File: config.mk
export PLATFORM = sky130hd
export DESIGN_NAME = shift_reg_sipo_deser
export DESIGN_NICKNAME = d
export VERILOG_FILES = /design/src/rtl/shift_reg_sipo_deser.sv
export SDC_FILE = /design/constraint.sdc
export NUM_CORES = 1
export LEC_CHECK = 0
export ABC_CLOCK_PERIOD_IN_PS = 2300
export BUFFER_PORTS_ARGS = -buffer_cell sky130_fd_sc_hd__buf_2
export CAP_MARGIN = 20
export CORE_AREA = 2 2 39 41
export CTS_CLUSTER_SIZE = 10
export DETAILED_ROUTE_END_ITERATION = 10
export DIE_AREA = 0 0 41 43
export PLACE_DENSITY = 0.7
export SLEW_MARGIN = 5
export SYNTH_ARGS = -nofsm -noshare
export SYNTH_HDL_FRONTEND = slang
export SYNTH_SLANG_ARGS = --single-unit
export TNS_END_PERCENT = 30
File: constraint.sdc
create_clock -name clk -period 2.3 [get_ports clk]
set_clock_uncertainty 0.2 [all_clocks]
set_input_delay 0.46 -clock clk [delete_from_list [all_inputs] [get_ports clk]]
set_output_delay 0.46 -clock clk [all_outputs]
set_load 0.02 [all_outputs]
File: src/rtl/shift_reg_sipo_deser.sv
// Serial-in / parallel-out deserializer.
// Collects a qualified serial bit stream into WIDTH-bit words and presents each
// completed word on a valid/ready output. If a word completes while the output
// slot still holds an undelivered word, the new word is dropped and a sticky
// overflow flag is raised.
module shift_reg_sipo_deser #(
  parameter int WIDTH     = 4,
  parameter bit MSB_FIRST = 1'b1
) (
  input  logic                       clk,
  input  logic                       reset,
  input  logic                       sin,
  input  logic                       sin_valid,
  input  logic                       clear,
  output logic [WIDTH-1:0]           dout,
  output logic                       dout_valid,
  input  logic                       dout_ready,
  output logic                       overflow,
  output logic [$clog2(WIDTH):0]     fill_level
);

  localparam int              CW   = $clog2(WIDTH) + 1;
  localparam logic [CW-1:0]   LAST = CW'(WIDTH - 1);

  // Accumulation stage: partial word and count of bits it holds.
  logic [WIDTH-1:0] sh_p0;
  logic [CW-1:0]    cnt_p0;

  logic             accept;
  logic             complete;
  logic             slot_free;
  logic             drain;
  logic [WIDTH-1:0] shifted;

  // Insert one serial bit into the partial word on the side chosen by MSB_FIRST.
  function automatic logic [WIDTH-1:0] shift_in(input logic [WIDTH-1:0] cur,
                                                 input logic             b);
    logic [WIDTH-1:0] r;
    if (MSB_FIRST) begin
      r = {cur[WIDTH-2:0], b};
    end else begin
      r = {b, cur[WIDTH-1:1]};
    end
    return r;
  endfunction

  // Control decode: clear beats sin_valid; a transfer happens whenever the
  // slot is full and downstream is ready, independent of clear.
  always_comb begin
    accept    = sin_valid && !clear;
    complete  = accept && (cnt_p0 == LAST);
    drain     = dout_valid && dout_ready;
    slot_free = !dout_valid || dout_ready;
    shifted   = shift_in(sh_p0, sin);
  end

  // Bit accumulation: shift in accepted bits, wrap to an empty word on completion.
  always_ff @(posedge clk) begin
    if (reset) begin
      sh_p0  <= '0;
      cnt_p0 <= '0;
    end else if (clear) begin
      sh_p0  <= '0;
      cnt_p0 <= '0;
    end else if (accept) begin
      if (complete) begin
        sh_p0  <= '0;
        cnt_p0 <= '0;
      end else begin
        sh_p0  <= shifted;
        cnt_p0 <= cnt_p0 + CW'(1);
      end
    end
  end

  // Output slot: load a completed word when free, otherwise drop it and flag
  // overflow; a handshake empties the slot unless a new word lands on that edge.
  always_ff @(posedge clk) begin
    if (reset) begin
      dout       <= '0;
      dout_valid <= 1'b0;
      overflow   <= 1'b0;
    end else begin
      if (complete && slot_free) begin
        dout       <= shifted;
        dout_valid <= 1'b1;
      end else if (drain) begin
        dout_valid <= 1'b0;
      end
      if (complete && !slot_free) begin
        overflow <= 1'b1;
      end
    end
  end

  // fill_level is the registered bit counter itself, so it never shows WIDTH.
  assign fill_level = cnt_p0;

endmodule

### Word level (Yosys, flattened, before mapping)

Index checks and enable logic that the tools add are counted.

| cells by class | value |
|---|---|
| add/subtract/negate cells | 1 |
| mux-type cells | 4 |
| equality and inequality tests | 1 |
| reductions and logical operators | 11 |

Operator list:

| operator | number |
|---|---|
| 2-to-1 mux 3 bit | 2 |
| logical AND 1 bit | 5 |
| adder 3 x 1 -> 3 bit, second input constant | 1 |
| equality test 3 x 2 -> 1 bit, second input constant | 1 |
| zero test 1 bit | 3 |
| 2-to-1 mux 1 bit | 2 |
| nonzero test 2 bit | 1 |
| OR reduction 2 bit | 1 |
| logical OR 1 bit | 1 |

| storage, ports and cells | value |
|---|---|
| output and inout port bits | 9 |
| flip-flop bits (word level) | 12 |
| input port bits | 6 |

### Logic depth before layout (Yosys ltp)

| depth | value |
|---|---|
| depth in word-level cells | 5 |
| gate-level depth with buffers | 6 |
| gate-level depth less buffers | 5 |

### Worst setup path after synthesis

No wires, ideal clock.

| timing path | value |
|---|---|
| path type | register to register |
| from | reg cnt_p0[0] (netlist: fill_level[0]) |
| to | reg dout[0] |
| data arrival time | 1373 ps |
| library setup time | 72 ps |
| cell stages (with the launch flop) | 7 |
| path slack | 656 ps |
| data required time | 2028 ps |
| path buffers | 1 |
| cell sequence | dfxtp_1 > ha_1 > ha_1 > nand3b_2 > nor2b_1 > buf_4 > mux2i_1 |

| on the way | value |
|---|---|
| word-level cells in the longest chain between the ends | 3 |

Ends and longest elaborated chain:

| what | RTL line | text |
|---|---|---|
| start: declaration | 27 | `logic [CW-1:0] cnt_p0;` |
| start signal: assignment | 71 | `cnt_p0 <= cnt_p0 + CW'(1);` |
| equality test 3 x 2 -> 1 bit | 51 | `complete = accept && (cnt_p0 == LAST);` |
| logical AND 1 bit | 51 |  |
| logical AND 1 bit | 84 | `if (complete && slot_free) begin` |
| end signal: assignment | 85 | `dout <= shifted;` |
| end: declaration | 15 | `output logic [WIDTH-1:0] dout,` |

Every way passes these cells.
A chain may end at the register's enable or synchronous reset.

### Final worst setup path

| timing path | value |
|---|---|
| from | reg cnt_p0[0] (netlist: fill_level[0]) |
| to | reg dout[2] |

The elaborated chain is that of the path after synthesis.

==> metrics list <==
- Run status: completed
- Flip-flop and latch count after synthesis: 12
* Slew at the pin with the worst max-slew slack: between 0.4 and 0.5 ns
- Placer's final routability congestion estimate: 0.694
- Worst Setup Start Kind: register
- Number of port buffers: 14
- At the worst endpoint, the required time is 2.29 ns.
- Total Power Consumption: about 360 uW
- After the first detailed-routing iteration, the DRC count stood at 3.
- Summed over all failing endpoints, the final setup total negative slack is 0 ns.
* Final period demand of the worst path: 1.77 ns
- Buffers inserted to repair hold after CTS numbered 0.
* Seq pwr share: approximately three fifths
- The setup path with the least slack is of type register to register.
- Layout Nets: 79
* Syn-to-layout area delta: 17.0%
- Chain of cells forming the critical path: ha_1 > ha_1 > nand3b_2 > nor2b_1 > mux2i_1
* RSZ-0062 raised after global routing: no
* Mean instance size in the synthesized netlist: around 9.7 um2
* Num CTS Buffers: 3
- Clock Tree Root: sky130_fd_sc_hd__clkbuf_4
* Power density over cell area: 558 nW/um2
- Total count of max-transition violations in the final report: 0
- Once detail routing completed, the nets flagged for antenna violations numbered 0.
- CTS resizes: 0
- The mapped netlist covers approximately 550 um2.
- The repair_antennas step left the layout with diodes totalling 0.
* Starting density of the core: between 30 and 40%
- The worst hold path belongs to the class input port to register.
- Post-layout instance area: between 600 and 700 um2
- Cell internal power was estimated by the tool at about 280 uW.
* Worst skew pair latency: ~0.26 ns
- Of the available clock period, the critical path in the final layout requires 76.8%.
- Summed over all nets, the half-perimeter wirelength after detailed placement is about 680 um.
- Crit path max fanout: 7
* VDD IR-drop max: roughly 220 uV
* Maximum number of pins on one net before global-route repair: 12
- No sink is reached through more buffers than the 2 on the longest clock path.
- The netlist uses 16 different library cells.
* Largest incremental delay on the critical path: 0.37 ns
- Yosys printed 0 warnings.
- Post-CTS timing repair inserted 0 buffers for setup.
- After detailed routing, the average wire length per cell comes to 10.6 um.
- The hold violation total from the final report was 0.
- Counting every instance in the synthesized netlist gives 56.
- Combinational group share of total power: 6.8%
- Via count: between 400 and 500
- The filler cells instantiated in the layout total between 100 and 150.
- Clock-pin slew was measured on the worst setup and hold paths at around 0.07 ns.
- Ratio of cells with drive above 1 in the final layout: a little under a third
* First drt pass iteration count: 4
- Startpoint of the most critical register-to-register path: fill_level[0]
- After detailed routing, the number of vias per cell comes to around 4.8.
- The cell that appears most often on the critical path is sky130_fd_sc_hd__ha_1.
* Clock Sinks: 12
- Hold Path Origin: reset
- For this run, the register share of the synthesized area comes to roughly 44%.
- Sw power: around 73 uW
- Final WL: 900 um
- Max-cap violations in this run came to 0.
- Wire length of the first global-routing pass: 1480 um
* Total global routing track utilization: between 10% and 20%
- Area of the core: around 1400 um2
* Number of nets in the synthesized netlist: 64
- Max-slew headroom: 71.9%
- The initial antenna violation count came to 0.
* Post-DP Area: between 600 and 700 um2
- Number of placement rows: 14
* Drt drc: 0
- Summed over all cells, the static leakage comes to 0.267 nW.
- Total setup violations reported at the end of the flow: 0
- Static timing analysis puts the maximum clock frequency at about 570 MHz.
- Arrival time at the worst endpoint: around 1.8 ns
- Die Wd: 41 um
- The most critical setup path has its startpoint at fill_level[0].
- 15 I/O pins were placed.
- The via count of the first global-routing pass is approximately 360.
- The die is roughly 43 um tall.
* Clk network pwr share: between 30% and 40%
- The worst setup path is captured at a register.
* CTS tree: yes
- The die covers 1760 um2.
- Net switching share of the total power: roughly a fifth
- After global routing the overflow that remains totals 0.
- CTS built an H-tree with a depth of 1.
* Master of the slowest instance on the critical path: sky130_fd_sc_hd__dfxtp_1
## cell usage after synthesis, drive strengths merged
| cell | count | area [um2] |
|---|---|---|
| nand2b | 13 | 88.8 |
| a21oi | 5 | 25.0 |
| o21ba | 1 | 10.0 |
| clkbuf | 2 | 7.51 |
| nor2b | 1 | 6.26 |
| dfxtp | 12 | 240 |
| nand3b | 5 | 41.3 |
| mux2i | 6 | 60.1 |
| or2 | 1 | 6.26 |
| ha | 2 | 25.0 |
| inv | 1 | 3.75 |
| buf | 2 | 12.5 |
| nor2 | 5 | 18.8 |
## power by group through the flow
stage | sequential [mW] | clock, mW | combinational (mW)
global route | 0.211 | 0.138 | 0.0263
global placement | 0.216 | 0 | 0.0239
CTS | 0.211 | 0.128 | 0.0242
detailed placement | 0.216 | 0 | 0.0241
finish | 0.211 | 0.120 | 0.0242
floorplan | 0.217 | 0 | 0.0156
## final timing paths
kind	to	slack, ns	cells after the start
setup reg to reg	dout[2]	0.53	5
hold reg to reg	dout[1]	0.27	2
setup / recovery	dout[2]	0.53	5
hold / removal	dout_valid	0.26	2
## logic make-up after synthesis
group / count (synthesis) / share of synthesized area (%)
AOI/OAI and AO/OA: 6 / 6.42
adders and majority gates: 2 / 4.59
buffers and inverters: 5 / 4.36
DFF: 12 / 44.0
muxes: 6 / 11.0
and+or+nand+nor: 25 / 29.6
## per-layer routing
layer | global-route usage, % | wire, um
met4 | 12.0 | 12
met1 | 15.1 | 416
met5 | 0 | 0
met3 | 6.28 | 51
met2 | 17.8 | 420
## through the flow
stage	utilization, %	worst slack [ns]	hold WS, ns	cells
2_1_floorplan	-	0.656	0.246	56
3_3_place_gp	44.5	0.593	0.259	82
3_5_place_dp	44.5	0.528	0.265	82
4_1_cts	46.1	0.512	0.254	85
5_1_grt	46.1	0.349	0.270	85
6_report	46.1	0.533	0.263	85
## layout by cell type (no fill, tap or decap)
| master | instances |
|---|---|
| sky130_fd_sc_hd__nand2b_4 | 1 |
| sky130_fd_sc_hd__nor2b_1 | 1 |
| sky130_fd_sc_hd__clkbuf_4 | 3 |
| sky130_fd_sc_hd__inv_1 | 1 |
| sky130_fd_sc_hd__buf_2 | 14 |
| sky130_fd_sc_hd__ha_1 | 2 |
| sky130_fd_sc_hd__nand3b_2 | 1 |
| sky130_fd_sc_hd__nand2b_1 | 12 |
| sky130_fd_sc_hd__mux2i_1 | 6 |
| sky130_fd_sc_hd__nor2_1 | 5 |
| sky130_fd_sc_hd__nand3b_1 | 4 |
| sky130_fd_sc_hd__o21ba_2 | 1 |
| sky130_fd_sc_hd__dfxtp_1 | 12 |
| sky130_fd_sc_hd__a21oi_1 | 5 |
| sky130_fd_sc_hd__or2_2 | 1 |
## area by class of cell
class,instances,area [um2],share of cell area [%]
Sequential cell,12,240,37.6
Inverter,1,3.75,0.588
Multi-Input combinational cell,39,282,44.1
Clock buffer,3,22.5,3.53
Tap cell,16,20.0,3.14
Timing Repair Buffer,14,70.1,11.0
## registers in the layout (all words and copies together) (netlist names)
name,flops
dout,4
fill_level,3
sh_p0,3
dout_valid,1
overflow,1
## critical path: cells and delay by family (launching register included)
family	cells	cell delay (ns)
simple gates	2	0.49
fa+ha+maj	2	0.41
flops	1	0.37
mux	1	0.23
Note: power is estimated with default switching activity, not from simulation.
